**src/rtl/fu_result_buffer.sv**
```systemverilog
// Per-FU result queue feeding the EX->WR arbiter.
// The head entry is held on ex_packet_out until the arbiter grants it.
package fu_pkg;
  typedef struct packed {
    logic        valid;
    logic [5:0]  tag;
    logic [4:0]  dest;
    logic [31:0] value;
  } ex_wr_packet_t;
endpackage

module fu_result_buffer
  import fu_pkg::*;
#(
  parameter  int DEPTH = 2,
  localparam int CNT_W = $clog2(DEPTH + 1)
) (
  input  logic          clock,
  input  logic          reset,
  input  logic          squash,
  input  ex_wr_packet_t fu_packet_in,
  output logic          fu_ready,
  output ex_wr_packet_t ex_packet_out,
  input  logic          written,
  output logic [CNT_W-1:0] count,
  output logic          overflow_err
);

  localparam int PTR_W = (DEPTH > 1) ? $clog2(DEPTH) : 1;

  ex_wr_packet_t    mem [DEPTH];
  logic [PTR_W-1:0] head;
  logic [PTR_W-1:0] tail;
  logic             push;
  logic             pop;
  ex_wr_packet_t    wr_pkt;

  // Wrap at DEPTH-1 so non power-of-2 depths stay in range.
  function automatic logic [PTR_W-1:0] nxt(
    input logic [PTR_W-1:0] p
  );
    if (p == PTR_W'(DEPTH - 1))
      return '0;
    return p + PTR_W'(1);
  endfunction

  assign fu_ready = (count < CNT_W'(DEPTH));
  assign push     = fu_packet_in.valid & fu_ready;
  assign pop      = written & (count != '0);

  always_comb begin
    wr_pkt       = fu_packet_in;
    wr_pkt.valid = 1'b1;
  end

  always_comb begin
    ex_packet_out = '0;
    if (count != '0)
      ex_packet_out = mem[head];
  end

  always_ff @(posedge clock) begin
    if (reset && !squash && push)
      mem[tail] <= wr_pkt;
  end

  always_ff @(posedge clock) begin
    if (!reset) begin
      head         <= '0;
      tail         <= '0;
      count        <= '0;
      overflow_err <= 1'b0;
    end else if (squash) begin
      head  <= '0;
      tail  <= '0;
      count <= '0;
    end else begin
      if (fu_packet_in.valid && !fu_ready)
        overflow_err <= 1'b1;
      if (push)
        tail <= nxt(tail);
      if (pop)
        head <= nxt(head);
      if (push && !pop)
        count <= count + CNT_W'(1);
      else if (pop && !push)
        count <= count - CNT_W'(1);
    end
  end

endmodule

```
**config.mk**
```make
export PLATFORM = sky130hd
export DESIGN_NAME = fu_result_buffer
export DESIGN_NICKNAME = d
export VERILOG_FILES = /design/src/rtl/fu_result_buffer.sv
export SDC_FILE = /design/constraint.sdc
export NUM_CORES = 1
export LEC_CHECK = 0
export CORE_MARGIN = 4
export CORE_UTILIZATION = 43
export DETAILED_ROUTE_END_ITERATION = 12
export GPL_TIMING_DRIVEN = 0
export PLACE_DENSITY = 0.81
export SLEW_MARGIN = 20
export SYNTH_ARGS = -nofsm -noshare
export SYNTH_HDL_FRONTEND = slang
export SYNTH_SLANG_ARGS = --single-unit
```
**constraint.sdc**
```tcl
create_clock -name clock -period 2.95 [get_ports clock]
set_input_delay 0.295 -clock clock [delete_from_list [all_inputs] [get_ports clock]]
set_output_delay 0.295 -clock clock [all_outputs]
set_load 0.02 [all_outputs]
```
# Word-level counts from Yosys, hierarchy flattened

Memory sizes are Yosys's and may differ from the RTL's. A register that Yosys moved wholly into a read port is not among the register bits.
Cells that the tools add are included.

Output and inout port bits: 48
ROM bits: 0
Flip-flop bits (word level): 5
Memories: 1
Word-level logic and storage cells: 46
Input bits: 48
Memory bits (writable): 86
Latch bits: 0

Memory list:

| name | depth | bits a word | rd ports | clocked after Yosys merged registers in | wr ports | RTL line | source |
|---|---|---|---|---|---|---|---|
| mem  | 2     | 43          | 1        | 1                                       | 1        | 31       | `ex_wr_packet_t mem [DEPTH];` |

Equal/unequal tests: 0
Bitwise logic cells: 4
Muxes and demuxes: 19
Multiply operators: 0
$lt $le $gt $ge: 1
Reduce and logical (&&, ||, !) cells: 13
Divide/modulo/power cells: 0
Add/subtract/negate cells: 4
Shift operators: 0

Operator list:

| kind                                                               | number |
|---|---|
| 44-bit two-way mux                                                 | 1 |
| 1-bit two-way mux                                                  | 16 |
| 1-bit logical AND                                                  | 5 |
| 1-bit logical NOT                                                  | 4 |
| 2-bit two-way mux                                                  | 2 |
| 2-bit nonzero test                                                 | 2 |
| 1-bit adder, second input constant                                 | 2 |
| 2-bit by 1-bit adder with 2-bit output, second input constant      | 1 |
| 1-bit bitwise AND                                                  | 2 |
| 2-bit < comparator, second input constant                          | 1 |
| 1-bit NOT                                                          | 2 |
| 2-bit AND reduction                                                | 1 |
| 2-bit OR reduction                                                 | 1 |
| 2-bit by 1-bit subtractor with 2-bit output, second input constant | 1 |

# Longest topological paths before layout

Depth after elaboration: 8
Depth in mapped cells: 5
Mapped depth without buffers: 5

# Worst setup path before layout

Ideal clock, no wire load.

Kind: register to register
Start point: reg count[1]
End point: mem mem[0][0] (netlist name), enable pin
Setup time: 0.444 ns
Clock period less this slack: 3.016 ns
Path buffers: 0
Stages on the path, launching flop included: 4
Required time: 2.506 ns
Setup slack: -0.066 ns
Arrival: 2.572 ns
Path through: dfxtp_1 -> and2b_1 -> nand2_1 -> nor2_1

Longest elaborated chain between the ends: 5

Ends and longest elaborated chain:

| element                                 | RTL line | source |
|---|---|---|
| start, declared                         | 25       | `output logic [CNT_W-1:0] count,` |
| start signal, assigned                  | 85       | `count <= count + CNT_W'(1);` |
| start signal, assigned                  | 87       | `count <= count - CNT_W'(1);` |
| 2-bit < comparator                      | 47       | `assign fu_ready = (count < CNT_W'(DEPTH));` |
| 1-bit bitwise AND                       | 48       | `assign push = fu_packet_in.valid & fu_ready;` |
| via push                                | 34       | `logic push;` |
| 1-bit logical AND                       | 63       | `if (reset && !squash && push)` |
| 1-bit two-way mux                       | 63       |  |
| 1-bit two-way mux (not written as such) | 64       | `mem[tail] <= wr_pkt;` |
| end, declared                           | 31       |  |

The timed path passes the listed nets, and every way through them passes these cells.

==> reports/results.md <==
| Result | This run | Unit |
|:---|:---|:---|
| Number of nets in the layout | 369 | - |
| Switching fraction of total power | 21.18 | % |
| First-pass GRT wire length | 9901 | um |
| Synthesis-to-finish area growth | 38.90 | % |
| Initial antenna violation count | 0 | - |
| Clock input transition at the sequential cells of the worst setup and hold paths | 0.08 | ns |
| Critical path origin | count[1]$_SDFFE_PP0P_ | - |
| Height of the die | 98.17 | um |
| Maximum number of pins on one net before global-route repair | 29 | - |
| Gate count after technology mapping | 212 | - |
| Finished Core Util | 62.20 | % |
| Number of gates resized after cts | 0 | - |
| Pin slew with the least headroom to its limit | 0.6243 | ns |
| Leading area contributor after synthesis | sky130_fd_sc_hd__edfxtp_1 | - |
| Worst setup EP type | primary output | - |
| Clock Sinks | 92 | - |
| Final cell area excluding filler cells | 4856 | um2 |
| Post-DR wirelength/cell | 14.49 | um |
| Mean instance size in the synthesized netlist | 16.49 | um2 |
| Buf/Inv on CP | 2 | - |
| Data arrival time at the worst-slack endpoint | 1.96 | ns |
| IR drop worst, VDD | 0.2454 | mV |
| Path class of the lowest-slack min-delay path | reg2reg | - |
| Critical path fanouts, max | 10 | - |
| Place WS | 0.7380 | ns |
| R2r setup slk | 1.09 | ns |
| Hold path startpoint | head$_SDFFE_PP0P_ | - |
| Class of the most critical setup path | reg2out | - |
| Power share of the combinational group | 13.5 | % |
| Commonest cells after routing, fill and taps aside | sky130_fd_sc_hd__clkdlybuf4s50_1 (95), sky130_fd_sc_hd__edfxtp_1 (86), sky130_fd_sc_hd__nor2_1 (48), sky130_fd_sc_hd__mux2i_1 (43), sky130_fd_sc_hd__clkbuf_8 (9) | - |
| Flop pwr share | 52.3 | % |
| Setup repair after global routing missed its margin | no | - |
| Via-to-Cell Ratio | 4.710 | - |
| Final Hold Slack | 0.5075 | ns |
| Initial detailed-routing violation count | 38 | - |
| Cell types occupying the most area after synthesis | sky130_fd_sc_hd__edfxtp_1 (74%), sky130_fd_sc_hd__mux2i_1 (12%), sky130_fd_sc_hd__nor2_1 (5.3%), sky130_fd_sc_hd__dfxtp_1 (3.4%), sky130_fd_sc_hd__buf_4 (0.86%) | - |
| Relative slew slack | 58.28 | % |
| Time the final worst path needs with I/O delays and setup | 2.257 | ns |
| Global Route Usage Sum | 13.11 | % |
| Share of the clock period used by the worst path | 76.52 | % |
| Max Clock Freq | 443.0 | MHz |
| Net count of the mapped netlist | 261 | - |
| Reported net switching power | 0.5943 | mW |
| Global route overflow | 0 | - |
| # setup viols final | 0 | - |
| Overall die area | 9636 | um2 |
| DPL Wire Length | 4336 | um |
| Count of state elements after synthesis | 92 | - |
| Worst setup SP type | flop | - |
| Buffers from clock root to sink, at most | 2 | - |
| Total wire length after detailed routing | 6187 | um |
| Most common library cell in the layout ignoring fill and taps | sky130_fd_sc_hd__clkdlybuf4s50_1 | - |
| Number of buffers added by the clock tree synthesis step | 9 | - |
| Count of unique library cells instantiated by Yosys | 20 | - |
| Routability congestion estimate from global placement | 0.7381 | - |
| Hold_buf cts | 0 | - |
| Sequential fraction of the synthesis area | 77.31 | % |
| CTS tree | built | - |
| Standard-cell rows | 32 | - |
| Starting density of the core | 44.78 | % |
| FF-to-FF Start | count[1]$_SDFFE_PP0P_ | - |
| Slack of the critical path | 0.6926 | ns |
| Placed instance area | 4623 | um2 |
| Die span in x | 98.17 | um |
| MaxCap Viol Count | 0 | - |
| Pleak | 1.570 | nW |
| Critical-path top delay cell | sky130_fd_sc_hd__clkdlybuf4s50_1 | - |
| Clock latency on the worst-skew pair | 0.33 | ns |
| Area fraction of the dominant cell type after synthesis | 73.87 | % |
| Stage delay of the slowest cell on the critical path | 0.54 | ns |
| Total standard cell area after synthesis | 3496 | um2 |
| Setup Buffers After CTS | 0 | - |
| Number of input and output port buffers inserted | 95 | - |
| IO Pins | 96 | - |
| Core outline area | 7807 | um2 |
| Final max-slew violation count | 0 | - |
| Remaining routing DRC violations | 0 | - |
| Run status | finished clean | - |
| Internal power contribution | 2.212 | mW |
| Clock group share of total power | 34.3 | % |
| Detailed-routing iteration count for the pre-antenna-repair pass | 4 | - |
| Total power density per cell area | 577.9 | nW/um2 |
| CTS H-tree depth | 3 | - |
| Cell family with most CP delay | buffers and inverters | - |
| Skew final | 0.006365 | ns |
| Layout fillers | 603 | - |
| Antenna-violating nets left | 0 | - |
| Number of antenna diodes | 0 | - |
| Share of layout cells above drive strength 1 | 8.308 | % |
| Cell at the root of the clock tree | sky130_fd_sc_hd__clkbuf_8 | - |
| Required @ worst endpoint | 2.65 | ns |
| Cell breakdown of the critical path | nor2_2, buf_2, nor2_1, clkdlybuf4s50_1 | - |
| Yosys synthesis warning count | 0 | - |
| Via count of the first global-routing pass | 2156 | - |
| Area of all sequential standard cells | 2703 | um2 |
| Area of combinational cells with multiple inputs | 739.5 | um2 |
| Count of final hold-check violations | 0 | - |
| Overall via count from detail_route | 2011 | - |
[power groups by stage]
stage               clock (mW)  sequential (mW)  combinational (mW)
finish                   0.961             1.47               0.378
CTS                      0.991             1.47               0.385
global route              1.06             1.47               0.405
detailed placement           0             1.50               0.383
global placement             0             1.50               0.374
floorplan                    0             1.50               0.174
[through the flow]
step	cells	power, mW	setup TNS [ns]
after global routing	427	2.931	0
final	427	2.806	0
after global placement	409	1.871	-13.11
after CTS	427	2.844	0
after floorplan	212	1.673	0
after detailed placement	411	1.881	0
[cell usage after synthesis]
cell / instances
sky130_fd_sc_hd__a21oi_1: 1
sky130_fd_sc_hd__and2b_1: 1
sky130_fd_sc_hd__and3_1: 1
sky130_fd_sc_hd__buf_2: 5
sky130_fd_sc_hd__buf_4: 4
sky130_fd_sc_hd__dfxtp_1: 6
sky130_fd_sc_hd__edfxtp_1: 86
sky130_fd_sc_hd__ha_1: 1
sky130_fd_sc_hd__inv_1: 2
sky130_fd_sc_hd__mux2i_1: 43
sky130_fd_sc_hd__nand2_1: 2
sky130_fd_sc_hd__nand2b_1: 1
sky130_fd_sc_hd__nor2_1: 49
sky130_fd_sc_hd__nor2_2: 1
sky130_fd_sc_hd__nor2b_1: 1
sky130_fd_sc_hd__o21a_1: 1
sky130_fd_sc_hd__o21ai_0: 2
sky130_fd_sc_hd__or3_1: 1
sky130_fd_sc_hd__xnor2_1: 1
sky130_fd_sc_hd__xor2_1: 3
[worst paths after layout]
kind,end,depth (start not counted)
worst min register to register,flop,2
worst min-delay path,flop,2
worst max register to register,mem[0][1]$_DFFE_PP_,4
worst max-delay path,ex_packet_out[37],4
[logic make-up after synthesis]
kind of cell	Yosys count	share of synthesized area [%]
flops	92	77.31
simple gates	57	6.586
mux	43	12.31
buf+inv	11	1.790
compound gates	4	0.6442
xor+xnor	4	1.002
fa+ha+maj	1	0.3579
[state kept, by name, summed over array words and instances, names as in the netlist, named ones only]
| name | flops |
|---|---|
| mem | 86 |
| count | 2 |
| head | 1 |
| overflow_err | 1 |
| tail | 1 |
[cell type report]
cell class,count,area share [%]
well taps,102,2.628
clock buffers,12,2.783
flip-flops and latches,92,55.66
plain buffers,9,1.134
clock inverters,4,2.010
inverters,2,0.1546
repair buffers,97,20.41
multi-input cells,109,15.23
[per-layer routing]
metal / track usage, % / routed length (um) / vias up
met5: 0 / 0 / -
met4: 5.357 / 76 / 0
met3: 3.143 / 318 / 7
met2: 23.66 / 3188 / 62
met1: 14.87 / 2604 / 954
li1: - / - / 988
[worst register-to-register path, delay by kind of cell, from the launching register on]
family	cells	cell delay [ns]
buffers and inverters	1	0.26
AND/OR/NAND/NOR	3	0.91
flip-flops	1	0.38
Power figures use the tool's default switching activity.
